### src/rtl/sn76489_bus_decoder.sv
// sn76489_bus_decoder: decodes SN76489 host command bytes into tone, attenuation and noise registers.
// Optional busy window with write rejection is enabled by defining SN76489_BUS_DECODER_READY_EN.
module sn76489_bus_decoder #(
    parameter int unsigned READY_CYCLES = 32
) (
    input  logic        clk,
    input  logic        reset,
    input  logic [7:0]  data,
    input  logic        wr,
    output logic        ready,
    output logic        drop,
    output logic [15:0] attn,
    output logic [29:0] tone_freq,
    output logic [2:0]  noise_ctrl,
    output logic        noise_reset
);
    logic [1:0]       latch_ch;
    logic             latch_vol;
    logic [3:0][3:0]  attn_r;
    logic [2:0][9:0]  tone_r;
    logic             accept;
    logic             is_latch;
    logic [1:0]       ch;
    logic             vol;

    // a latch byte names its own target; a data byte reuses the stored latch
    always_comb begin
        is_latch = data[7];
        ch       = is_latch ? data[6:5] : latch_ch;
        vol      = is_latch ? data[4] : latch_vol;
    end

`ifdef SN76489_BUS_DECODER_READY_EN
    typedef enum logic {IDLE, BUSY} state_t;
    state_t     state, state_next;
    logic [7:0] cnt;

    // state register, busy down-counter and reject pulse
    always_ff @(posedge clk) begin
        if (reset) begin
            state <= IDLE;
            cnt   <= '0;
            drop  <= 1'b0;
        end else begin
            state <= state_next;
            drop  <= wr && state == BUSY;
            cnt   <= accept ? 8'(READY_CYCLES - 1) : (state == BUSY && cnt != 0 ? cnt - 1'b1 : cnt);
        end
    end

    // leave IDLE on any write, return once the counter has run down
    always_comb state_next = state == IDLE ? (wr ? BUSY : IDLE) : (cnt == 0 ? IDLE : BUSY);

    // ready reflects the registered state directly
    always_comb ready = state == IDLE;

    assign accept = wr && ready;
`else
    assign ready  = 1'b1;
    assign drop   = 1'b0;
    assign accept = wr;
`endif

    // apply accepted writes; a noise-register write also requests an LFSR reload
    always_ff @(posedge clk) begin
        if (reset) begin
            attn_r      <= '1;
            tone_r      <= '0;
            noise_ctrl  <= '0;
            noise_reset <= 1'b0;
            latch_ch    <= '0;
            latch_vol   <= 1'b0;
        end else begin
            noise_reset <= accept && !vol && ch == 2'd3;
            if (accept) begin
                if (is_latch) begin
                    latch_ch  <= data[6:5];
                    latch_vol <= data[4];
                end
                if (vol)
                    attn_r[ch] <= data[3:0];
                else if (ch == 2'd3)
                    noise_ctrl <= data[2:0];
                else
                    for (int i = 0; i < 3; i++)
                        if (ch == 2'(i)) begin
                            if (is_latch)
                                tone_r[i][3:0] <= data[3:0];
                            else
                                tone_r[i][9:4] <= data[5:0];
                        end
            end
        end
    end

    assign attn      = attn_r;
    assign tone_freq = tone_r;
endmodule

### config.mk
export PLATFORM = sky130hd
export DESIGN_NAME = sn76489_bus_decoder
export DESIGN_NICKNAME = d
export VERILOG_FILES = /design/src/rtl/sn76489_bus_decoder.sv
export SDC_FILE = /design/constraint.sdc
export NUM_CORES = 1
export LEC_CHECK = 0
export BUFFER_PORTS_ARGS = -buffer_cell sky130_fd_sc_hd__buf_2
export CAP_MARGIN = 0
export CORE_MARGIN = 8
export CORE_UTILIZATION = 55
export DETAILED_ROUTE_END_ITERATION = 8
export PLACE_DENSITY = 0.82
export SLEW_MARGIN = 20
export SYNTH_ARGS = -nofsm -noshare
export SYNTH_HDL_FRONTEND = slang
export SYNTH_SLANG_ARGS = --single-unit
### constraint.sdc
create_clock -name clk -period 2.4 [get_ports clk]
set_input_delay 0.48 -clock clk [delete_from_list [all_inputs] [get_ports clk]]
set_output_delay 0.48 -clock clk [all_outputs]
set_load 0.05 [all_outputs]
==> summary.md, run 1 <==
| Metric | Value |
|---|---|
| Hold buffers post-CTS | 0 |
| Flop and latch count out of synthesis | 53 |
| Vias | ~1900 |
| Cts bufs inserted | 5 |
| Share of post-route cells with drive strength above 1 | 27.5% |
| Syn nets | about 250 |
| Final hold vios | 0 |
| Longest Clk Path Bufs | 2 |
| Area grow syn2layout | 17.9% |
| R2R depth | 3 |
| Postcts setup bufs | 0 |
| Cells after Synth | roughly 240 |
| Iter 0 DRT Violations | between 100 and 150 |
| Max H-tree Level | 2 |
| GPL Wtd Cong | 0.796 |
| ANT cells | 0 |
| Unrepaired setup endpoints after global routing | false |
| Die Wd | ~80 um |
| Clock-pin slew on the worst setup and hold paths | 0.09 ns |
| Inst Count DP | 330 |
| Starting Density | a little under three fifths |
| Crit path DAT | around 1.8 ns |
| Fmax | 0.620 GHz |
| Total power | approximately 1.7 mW |
| Worst reg2reg endpoint | tone_freq[24]$_SDFFE_PP0P_ |
| Routed wire length | 5.27 mm |
| Place WS | approximately 0.54 ns |
| Design area | ~2600 sq um |
| Root Driver | clkbuf_8 |
| DP HPWL | 3.71 mm |
| FF-to-FF Start | latch_vol$_SDFFE_PP0P_ |
| PwrDens | approximately 650 nW/um^2 |
| Yosys cell types | 31 |
| Worst-Margin Slew | about 0.6 ns |
| Status | completed |
| Slew Limit Fails | 0 |
| Final Util | about two thirds |
| Via/cell ratio | between 5 and 6 |
| Final Skew | between 0.004 and 0.005 ns |
| First-pass GRT wire length | 8.64 mm |
| Drt wl/cell | between 15 and 20 um |
| Worst-path maximum fanout | 12 |
| Total GRT Usage | 16.8% |
| Largest net degree at the start of global routing | 36 |
| Cts repair resizes | 0 |
| Hold Path Sink | tone_freq[16]$_SDFFE_PP0P_ |
| Peak supply drop | about 0.44 mV |
| # rows | 23 |
| Fin worst setup slack | about 0.79 ns |
| Sum Neg Setup Slack | 0 ns |
| DRC viols | 0 |
| Port bufs | 60 |
| Hold Startpoint | tone_freq[16]$_SDFFE_PP0P_ |
| Remaining antenna violation count | 0 |
| Crit-path max cell delay | around 0.76 ns |
| R2r setup slk | 0.79 ns |
| Fin Hold WS | between 0.4 and 0.5 ns |
| Max transition margin | around 59% |
| Number of synthesized flops with an enable pin | 0 |
| Final global-route overflow total | 0 |
| Max_cap viols | 0 |
| Hold Path Depth | 2 |
| Sequential fraction of the synthesis area | 47.8% |
| Ys async rst share | 0% |
| Synth warnings | 0 |
| First-pass detailed-route iteration total | 4 |
| Core footprint | 3940 sq um |
| Final net count | 298 |
| Fin crit share | 67.2% |
| Initial antenna violation count | 0 |
| TritonCTS clock tree | yes |
| Non-Filler Instances | between 300 and 400 |
| Setup Viol. Count Final | 0 |
| Clock sinks | 53 |
| Post-Syn Area per Cell | 9.41 sq um |
| Die height | 79.5 um |
| Kind of critical path | flop to flop |
| Predominant post-synthesis flop cell | dfxtp_1 |
| Min Tclk post-route | ~1.6 ns |
| Layout filler cell count | 347 |
| # IOs | 63 |
| Post-Place Cell Area | ~2500 sq um |
| Leak Pwr | 1.20 nW |
| Worst path slowest cell | or4b_1 |
| HP Class | flop to flop |
| Setup crit end kind | flop |
| Cell area after synthesis | around 2200 sq um |
| Worst-path cell chain | or4b_1 -> o21ai_0 -> a21oi_1 |
| Vias in the first global route | approximately 1800 |
| Clk_lat worst skew | approximately 0.30 ns |
| Startpoint types | flop |
| Die area | about 6300 sq um |
| Worst EP required | roughly 2.6 ns |
[layout by cell type (no fill, tap or decap)]
cell type | netlist | final
buf_4 | 3 | 2
nand2_1 | 2 | 2
a21oi_1 | 23 | 23
a211oi_1 | 2 | 2
nor4b_4 | 1 | 1
and4b_1 | 1 | 1
or3_1 | 1 | 1
inv_1 | 1 | 1
o211ai_2 | 3 | 3
nand3b_1 | 1 | 1
clkbuf_8 | 0 | 5
conb_1 | 2 | 2
buf_2 | 4 | 60
nor3b_2 | 2 | 2
and3_1 | 1 | 1
nor2b_1 | 2 | 2
and3b_1 | 3 | 3
and4bb_2 | 1 | 1
bufinv_16 | 0 | 1
clkinv_2 | 0 | 1
or3b_1 | 1 | 1
mux2_2 | 1 | 1
or4b_1 | 1 | 1
nand3_1 | 23 | 23
nand2b_1 | 17 | 17
o21ai_0 | 12 | 12
o21ai_1 | 10 | 10
mux2i_1 | 29 | 29
dfxtp_1 | 53 | 53
o21bai_2 | 1 | 1
o21ai_2 | 1 | 1
nor2_1 | 23 | 23
[area by class of cell]
type                       count  area (sq um)  area share (%)
clock inverter                 2          35.0            1.34
multi-input combinational    164          1070            40.9
clock buffer                   5          68.8            2.63
tap                           50          62.6            2.39
timing repair buffer          62           315            12.0
sequential                    53          1060            40.5
inverter                       1          3.75           0.143
[registers in the layout, indices dropped and copies added, names as in the netlist]
signal / flops
latch_vol: 1
latch_ch: 2
tone_freq: 30
noise_ctrl: 3
attn: 16
noise_reset: 1
[synth_stat cells, types with 2 or more instances]
library cell | n | area (sq um)
a21oi_1 | 23 | 115
o21ai_0 | 12 | 60.1
and3b_1 | 3 | 26.3
nand3_1 | 23 | 115
buf_4 | 3 | 22.5
dfxtp_1 | 53 | 1060
o211ai_2 | 3 | 37.5
conb_1 | 2 | 7.51
o21ai_1 | 10 | 50.1
nor2b_1 | 2 | 12.5
clkbuf_1 | 9 | 33.8
nand2b_1 | 17 | 106
a211oi_1 | 2 | 15.0
nand2_1 | 2 | 7.51
buf_1 | 2 | 7.51
buf_2 | 4 | 20.0
nor3b_2 | 2 | 25.0
mux2i_1 | 29 | 290
nor2_1 | 23 | 86.3
[worst max path at each step]
stage                                            end  cells after the start                     start  slack [ns]
final                     tone_freq[24]$_SDFFE_PP0P_                      3    latch_vol$_SDFFE_PP0P_        0.79
after global routing            attn[6]$_SDFFE_PP1P_                      3  latch_ch[1]$_SDFFE_PP0P_        0.68
after CTS                 tone_freq[24]$_SDFFE_PP0P_                      3    latch_vol$_SDFFE_PP0P_        0.79
after detailed placement  tone_freq[25]$_SDFFE_PP0P_                      4                        wr        0.54
after global placement    tone_freq[25]$_SDFFE_PP0P_                      4                        wr        0.57
after floorplan                 attn[0]$_SDFFE_PP1P_                      4                   data[5]        0.94
[critical path: cells and delay by family (launching register included)]
kind / cells / cell delay (ns)
and+or+nand+nor: 1 / 0.76
DFF: 1 / 0.41
AOI/OAI and AO/OA: 2 / 0.34
[routing by layer]
metal  track usage (%)  part of all wire, %
met3              5.41                  7.8
met2              27.7                   49
met1              20.2                   42
met4              5.37                  1.1
met5                 0                    0
[where the power goes]
group          internal (mW)  leakage (nW)  total, mW  switching [mW]
clock                  0.304        0.0540      0.583           0.280
combinational         0.0564         0.719      0.209           0.152
sequential             0.898         0.430      0.916          0.0177
[kinds of logic (layout without fill, tap and decap cells)]
family	after synthesis	count (layout)	synth area share, %
DFF	53	53	47.8
AOI/OAI and AO/OA	52	52	13.4
buffers and inverters	19	70	3.95
and+or+nand+nor	80	80	20.9
muxes	30	30	13.6
other	2	2	0.338
(Power assumes the default switching activity.)
==> inputs of run 2 (changes only) <==
--- a/config.mk
+++ b/config.mk
@@ -8,9 +8,9 @@
 export BUFFER_PORTS_ARGS = -buffer_cell sky130_fd_sc_hd__buf_2
 export CAP_MARGIN = 0
 export CORE_MARGIN = 8
-export CORE_UTILIZATION = 55
+export CORE_UTILIZATION = 51
 export DETAILED_ROUTE_END_ITERATION = 8
-export PLACE_DENSITY = 0.82
+export PLACE_DENSITY = 0.76
 export SLEW_MARGIN = 20
 export SYNTH_ARGS = -nofsm -noshare
 export SYNTH_HDL_FRONTEND = slang
==> constraint.sdc (replaced) <==
create_clock -name clk -period 1.7 [get_ports clk]
set_input_delay 0.34 -clock clk [delete_from_list [all_inputs] [get_ports clk]]
set_output_delay 0.34 -clock clk [all_outputs]
set_load 0.05 [all_outputs]
==> summary.md, run 2 (synthesis results as in run 1) <==
| Metric | Value |
|---|---|
| Drt wl/cell | 15.2 um (-2.7%) |
| Root Driver | clkbuf_8 |
| Core footprint | 4260 sq um (+8.2%) |
| R2R depth | 3 (unchanged) |
| Post-Place Cell Area | 2590 sq um (+3.0%) |
| Setup Viol. Count Final | 0 (unchanged) |
| Leak Pwr | 1.26 nW (+5.0%) |
| Hold Path Sink | tone_freq[28]$_SDFFE_PP0P_ |
| Share of post-route cells with drive strength above 1 | 29.7% (+2.2 points) |
| Status | completed |
| PwrDens | 958 nW/um^2 (+47%) |
| Sum Neg Setup Slack | 0 ns (unchanged) |
| Starting Density | 52.1% (-4.2 points) |
| # IOs | 63 (unchanged) |
| Vias | 1861 (+0.59%) |
| Longest Clk Path Bufs | 2 (unchanged) |
| Most common cell after layout, fill and taps aside | buf_2 |
| Vias in the first global route | 1795 (+0.39%) |
| Worst EP required | 1.90 ns (-0.69 ns) |
| Area grow syn2layout | 22.7% |
| Peak supply drop | 0.481 mV (+8.6%) |
| HP Class | primary input to flop |
| DP HPWL | 3.77 mm (+1.8%) |
| Clock sinks | 53 (unchanged) |
| Routed wire length | 5.30 mm (+0.51%) |
| Total GRT Usage | 16.2% (-0.62 points) |
| Kind of critical path | flop to flop |
| Die Wd | 82.0 um (+3.1%) |
| Worst reg2reg endpoint | tone_freq[25]$_SDFFE_PP0P_ |
| Design area | 2720 sq um (+4.0%) |
| Clk_lat worst skew | 0.31 ns (about the same) |
| # rows | 24 (+4.3%) |
| Final Skew | 0.00800 ns (+0.00319 ns) |
| Hold Startpoint | data[4] |
| Min Tclk post-route | 1.57 ns (-0.0402 ns) |
| GPL Wtd Cong | 0.827 (+3.9%) |
| Port bufs | 60 (unchanged) |
| Cts repair resizes | 0 (unchanged) |
| Commonest non-fill, non-tap cells in the layout | buf_2 (60), dfxtp_1 (53), mux2i_1 (29) |
| DRC viols | 0 (unchanged) |
| Setup crit end kind | flop |
| Final global-route overflow total | 0 (unchanged) |
| FF-to-FF Start | latch_ch[0]$_SDFFE_PP0P_ |
| Die area | 6720 sq um (+6.2%) |
| Unrepaired setup endpoints after global routing | false |
| Via/cell ratio | 5.35 (-2.6%) |
| Max reg flops | 30 (unchanged) |
| ANT cells | 0 (unchanged) |
| Die height | 82.0 um (+3.1%) |
| Max_cap viols | 0 (unchanged) |
| Largest net degree at the start of global routing | 48 (+33%) |
| Slew Limit Fails | 0 (unchanged) |
| Clock-pin slew on the worst setup and hold paths | 0.09 ns (about the same) |
| R2r setup slk | 0.13 ns (-0.66 ns) |
| Startpoint types | flop |
| Fin crit share | 92.5% (+25 points) |
| Remaining antenna violation count | 0 (unchanged) |
| First-pass detailed-route iteration total | 4 (unchanged) |
| Worst-path maximum fanout | 12 (unchanged) |
| Hold buffers post-CTS | 0 (unchanged) |
| Layout filler cell count | 371 (+6.9%) |
| Cts bufs inserted | 5 (unchanged) |
| Fmax | 0.636 GHz (+2.6%) |
| TritonCTS clock tree | yes |
| Final hold vios | 0 (unchanged) |
| Hold Path Depth | 3 (+1) |
| First-pass GRT wire length | 8.43 mm (-2.4%) |
| Crit path DAT | 1.77 ns (-0.04 ns) |
| Initial antenna violation count | 0 (unchanged) |
| Final net count | 306 (+2.7%) |
| Postcts setup bufs | 0 (unchanged) |
| Iter 0 DRT Violations | 94 (-24%) |
| Max H-tree Level | 2 (unchanged) |
run 2: cell types whose count changed in the layout (fill, tap and decap cells not counted), sizes merged:
cell,previous run,this run
bufinv,1,2
buf,62,70
run 2: worst max path at each step:
stage | from | end | slack [ns] | cells past startpoint
after detailed placement | data[7] | tone_freq[24]$_SDFFE_PP0P_ | 0.02 | 4
after floorplan | latch_vol$_SDFFE_PP0P_ | tone_freq[26]$_SDFFE_PP0P_ | 0.31 | 4
after CTS | latch_ch[0]$_SDFFE_PP0P_ | tone_freq[24]$_SDFFE_PP0P_ | 0.14 | 3
after global placement | data[7] | tone_freq[25]$_SDFFE_PP0P_ | 0.04 | 4
after global routing | latch_ch[0]$_SDFFE_PP0P_ | tone_freq[28]$_SDFFE_PP0P_ | 0.02 | 3
final | latch_ch[0]$_SDFFE_PP0P_ | tone_freq[25]$_SDFFE_PP0P_ | 0.13 | 3
run 2: per-stage QoR:
step | power (mW) | hold WS [ns] | util, % | std cells | setup WS (ns)
3_3_place_gp | 1.63 | 0.457 | 60.7 | 340 | 0.0400
5_1_grt | 2.70 | 0.361 | 63.8 | 348 | 0.0190
4_1_cts | 2.63 | 0.346 | 63.8 | 348 | 0.143
6_report | 2.61 | 0.357 | 63.8 | 348 | 0.128
2_1_floorplan | 1.54 | 0.488 | - | 236 | 0.310
3_5_place_dp | 1.63 | 0.460 | 60.7 | 340 | 0.0241
run 2: cell type report:
class,count,area [sq um],share of cell area [%]
Multi-Input combinational cell,164,1070,39.3
Sequential cell,53,1060,39.0
Timing Repair Buffer,70,388,14.2
Clock buffer,5,68.8,2.53
Clock inverter,3,65.1,2.39
Tap cell,52,65.1,2.39
Inverter,1,3.75,0.138
run 2: worst max-delay path, stage by stage (launching register included):
cell and delay [ns]:
dfxtp_1 0.40, or4b_1 0.75, o21ai_0 0.23, a21oi_1 0.08
run 2: power breakdown:
| group | switching [mW] | internal [mW] | total [mW] |
|---|---|---|---|
| Clock | 0.418 | 0.585 | 1.00 |
| Combinational | 0.226 | 0.0944 | 0.320 |
| Sequential | 0.0158 | 1.27 | 1.28 |
run 2: metal layers:
layer	part of all wire (%)	global-route usage [%]	wire, um	vias up
met4	0.91	7.02	48	0
met2	49	26.4	2590	54
li1	-	-	-	943
met5	0	0	0	-
met1	43	19.7	2280	858
met3	7.2	4.27	382	6
==> inputs of run 3 (changes only) <==
--- a/config.mk
+++ b/config.mk
@@ -5,12 +5,12 @@
 export SDC_FILE = /design/constraint.sdc
 export NUM_CORES = 1
 export LEC_CHECK = 0
-export BUFFER_PORTS_ARGS = -buffer_cell sky130_fd_sc_hd__buf_2
 export CAP_MARGIN = 0
 export CORE_MARGIN = 8
-export CORE_UTILIZATION = 51
+export CORE_UTILIZATION = 61
 export DETAILED_ROUTE_END_ITERATION = 8
-export PLACE_DENSITY = 0.76
+export DONT_BUFFER_PORTS = 1
+export PLACE_DENSITY = 0.75
 export SLEW_MARGIN = 20
 export SYNTH_ARGS = -nofsm -noshare
 export SYNTH_HDL_FRONTEND = slang
==> summary.md, run 3 (synthesis results as in run 1) <==
| Metric | Value |
|---|---|
| Status | completed |
| Setup crit end kind | flop |
| Iter 0 DRT Violations | 90 (-4.3%) |
| Max transition margin | 58.6% |
| Final net count | 239 (-22%) |
| Unrepaired setup endpoints after global routing | false |
| Die Wd | 76.3 um (-6.9%) |
| Clock sinks | 53 (unchanged) |
| Cts bufs inserted | 5 (unchanged) |
| Min Tclk post-route | 1.57 ns (-0.00280 ns) |
| Die area | 5820 sq um (-13%) |
| Final global-route overflow total | 0 (unchanged) |
| Startpoint types | flop |
| Setup Viol. Count Final | 0 (unchanged) |
| # rows | 22 (-8.3%) |
| Drt wl/cell | 18.6 um (+22%) |
| Leak Pwr | 0.921 nW (-27%) |
| DP HPWL | 3.66 mm (-2.9%) |
| Worst-Margin Slew | between 0.6 and 0.7 ns |
| Max_cap viols | 0 (unchanged) |
| Layout filler cell count | 323 (-13%) |
| Commonest non-fill, non-tap cells in the layout | dfxtp_1 (53), mux2i_1 (29), nor2_1 (23), nand3_1 (23), a21oi_1 (23) |
| Vias | 1654 (-11%) |
| HP Class | primary input to flop |
| Int Power | 1.52 mW (-22%) |
| Clk pwr share | 27.2% (-11 points) |
| Max reg flops | 30 (unchanged) |
| Most common cell after layout, fill and taps aside | dfxtp_1 |
| Design area | 2270 sq um (-16%) |
| Root Driver | clkbuf_4 |
| Port bufs | 0 (-100%) |
| Area grow syn2layout | 2.42% |
| Total power | 2.08 mW (-20%) |
| Longest Clk Path Bufs | 2 (unchanged) |
| Post-Place Cell Area | 2220 sq um (-14%) |
| Fmax | 0.637 GHz (+0.18%) |
| Remaining antenna violation count | 0 (unchanged) |
| Worst EP required | 1.96 ns (+0.06 ns) |
| Final hold vios | 0 (unchanged) |
| Hold Startpoint | wr |
| Crit-path max cell delay | 0.74 ns (about the same) |
| Switch share | 26.6% (+1.3 points) |
| Share of post-route cells with drive strength above 1 | 8.33% (-21 points) |
| Starting Density | 62.0% (+10 points) |
| FF-to-FF Start | latch_ch[0]$_SDFFE_PP0P_ |
| Via/cell ratio | 5.99 (+12%) |
| Initial antenna violation count | 0 (unchanged) |
| Clock-pin slew on the worst setup and hold paths | 0.14 ns (+0.05 ns) |
| P_sw | 0.552 mW (-16%) |
| Hold buffers post-CTS | 0 (unchanged) |
| Non-Filler Instances | 276 (-21%) |
| Flop pwr share | 66.0% (+17 points) |
| Vias in the first global route | 1612 (-10%) |
| Total GRT Usage | 17.6% (+1.4 points) |
| PwrDens | 913 nW/um^2 (-4.6%) |
| Largest net degree at the start of global routing | 62 (+29%) |
| # IOs | 63 (unchanged) |
| Worst-path cell chain | or4b_1 -> o21ai_0 -> a21oi_1 |
| Fin crit share | 92.3% (-0.16 points) |
| Max H-tree Level | 2 (unchanged) |
| Worst path slowest cell | or4b_1 |
| First-pass detailed-route iteration total | 4 (unchanged) |
| Core footprint | 3580 sq um (-16%) |
| Inst Count DP | 269 (-21%) |
| DRC viols | 0 (unchanged) |
| Kind of critical path | flop to flop |
| Peak supply drop | 0.676 mV (+40%) |
| CP startpoint | latch_ch[0]$_SDFFE_PP0P_ |
| Fin Hold WS | 0.0329 ns (-0.324 ns) |
| Crit path DAT | 1.83 ns (+0.06 ns) |
| First-pass GRT wire length | 8.33 mm (-1.2%) |
| GPL Wtd Cong | 0.815 (-1.4%) |
| Fin worst setup slack | 0.131 ns (+0.00280 ns) |
| Register Area | 1060 sq um (unchanged) |
| Worst-path maximum fanout | 12 (unchanged) |
| Routed wire length | 5.14 mm (-3.0%) |
| Slew Limit Fails | 0 (unchanged) |
| Combinational Power Share | 6.9% (-5.4 points) |
| Cts repair resizes | 0 (unchanged) |
| TritonCTS clock tree | yes |
| Postcts setup bufs | 0 (unchanged) |
| Final Skew | 0.0175 ns (+0.00949 ns) |
| Sum Neg Setup Slack | 0 ns (unchanged) |
| ANT cells | 0 (unchanged) |
| Multi-input gate area | 1070 sq um (unchanged) |
| Clk_lat worst skew | 0.37 ns (+0.06 ns) |
| Die height | 76.3 um (-6.9%) |
| Final Util | 63.5% (-0.32 points) |
| Place WS | 0.172 ns (+0.148 ns) |
run 3: changes by cell type in the layout (fill, tap and decap cells not counted), sizes merged:
cell / before / now
buf: 70 / 3
bufinv: 2 / 0
clkinv: 1 / 0
clkbuf: 5 / 7
run 3: area by class of cell:
cell class,instances,area share [%]
multi-input cells,164,47.1
flip-flops and latches,53,46.7
well taps,48,2.64
clock buffers,7,2.42
repair buffers,3,0.991
inverters,1,0.165
run 3: routing by layer:
| layer | GRT usage [%] | up-vias | wire [um] |
|---|---|---|---|
| li1 | - | 804 | - |
| met1 | 19.1 | 781 | 1980 |
| met2 | 29.6 | 59 | 2590 |
| met3 | 6.49 | 10 | 473 |
| met4 | 8.08 | 0 | 100 |
| met5 | 0 | - | 0 |
run 3: critical path: cells and delay by family, from the launching register on:
family	cells	cell delay (ns)
AND/OR/NAND/NOR	1	0.74
flip-flops	1	0.39
AO/OA/AOI/OAI	2	0.34
run 3: power groups by stage:
stage	sequential [mW]	clock [mW]	combinational, mW
floorplan	1.39	0	0.152
global placement	1.40	0	0.135
detailed placement	1.40	0	0.142
CTS	1.37	0.569	0.143
global route	1.37	0.609	0.156
finish	1.37	0.564	0.143
run 3: path summary, 6_finish.rpt:
check                                    end  slack (ns)  depth (start not counted)
setup reg to reg  tone_freq[25]$_SDFFE_PP0P_        0.13                          3
setup / recovery  tone_freq[25]$_SDFFE_PP0P_        0.13                          3
hold / removal        latch_vol$_SDFFE_PP0P_        0.03                          1
hold reg to reg     latch_ch[0]$_SDFFE_PP0P_        0.56                          2
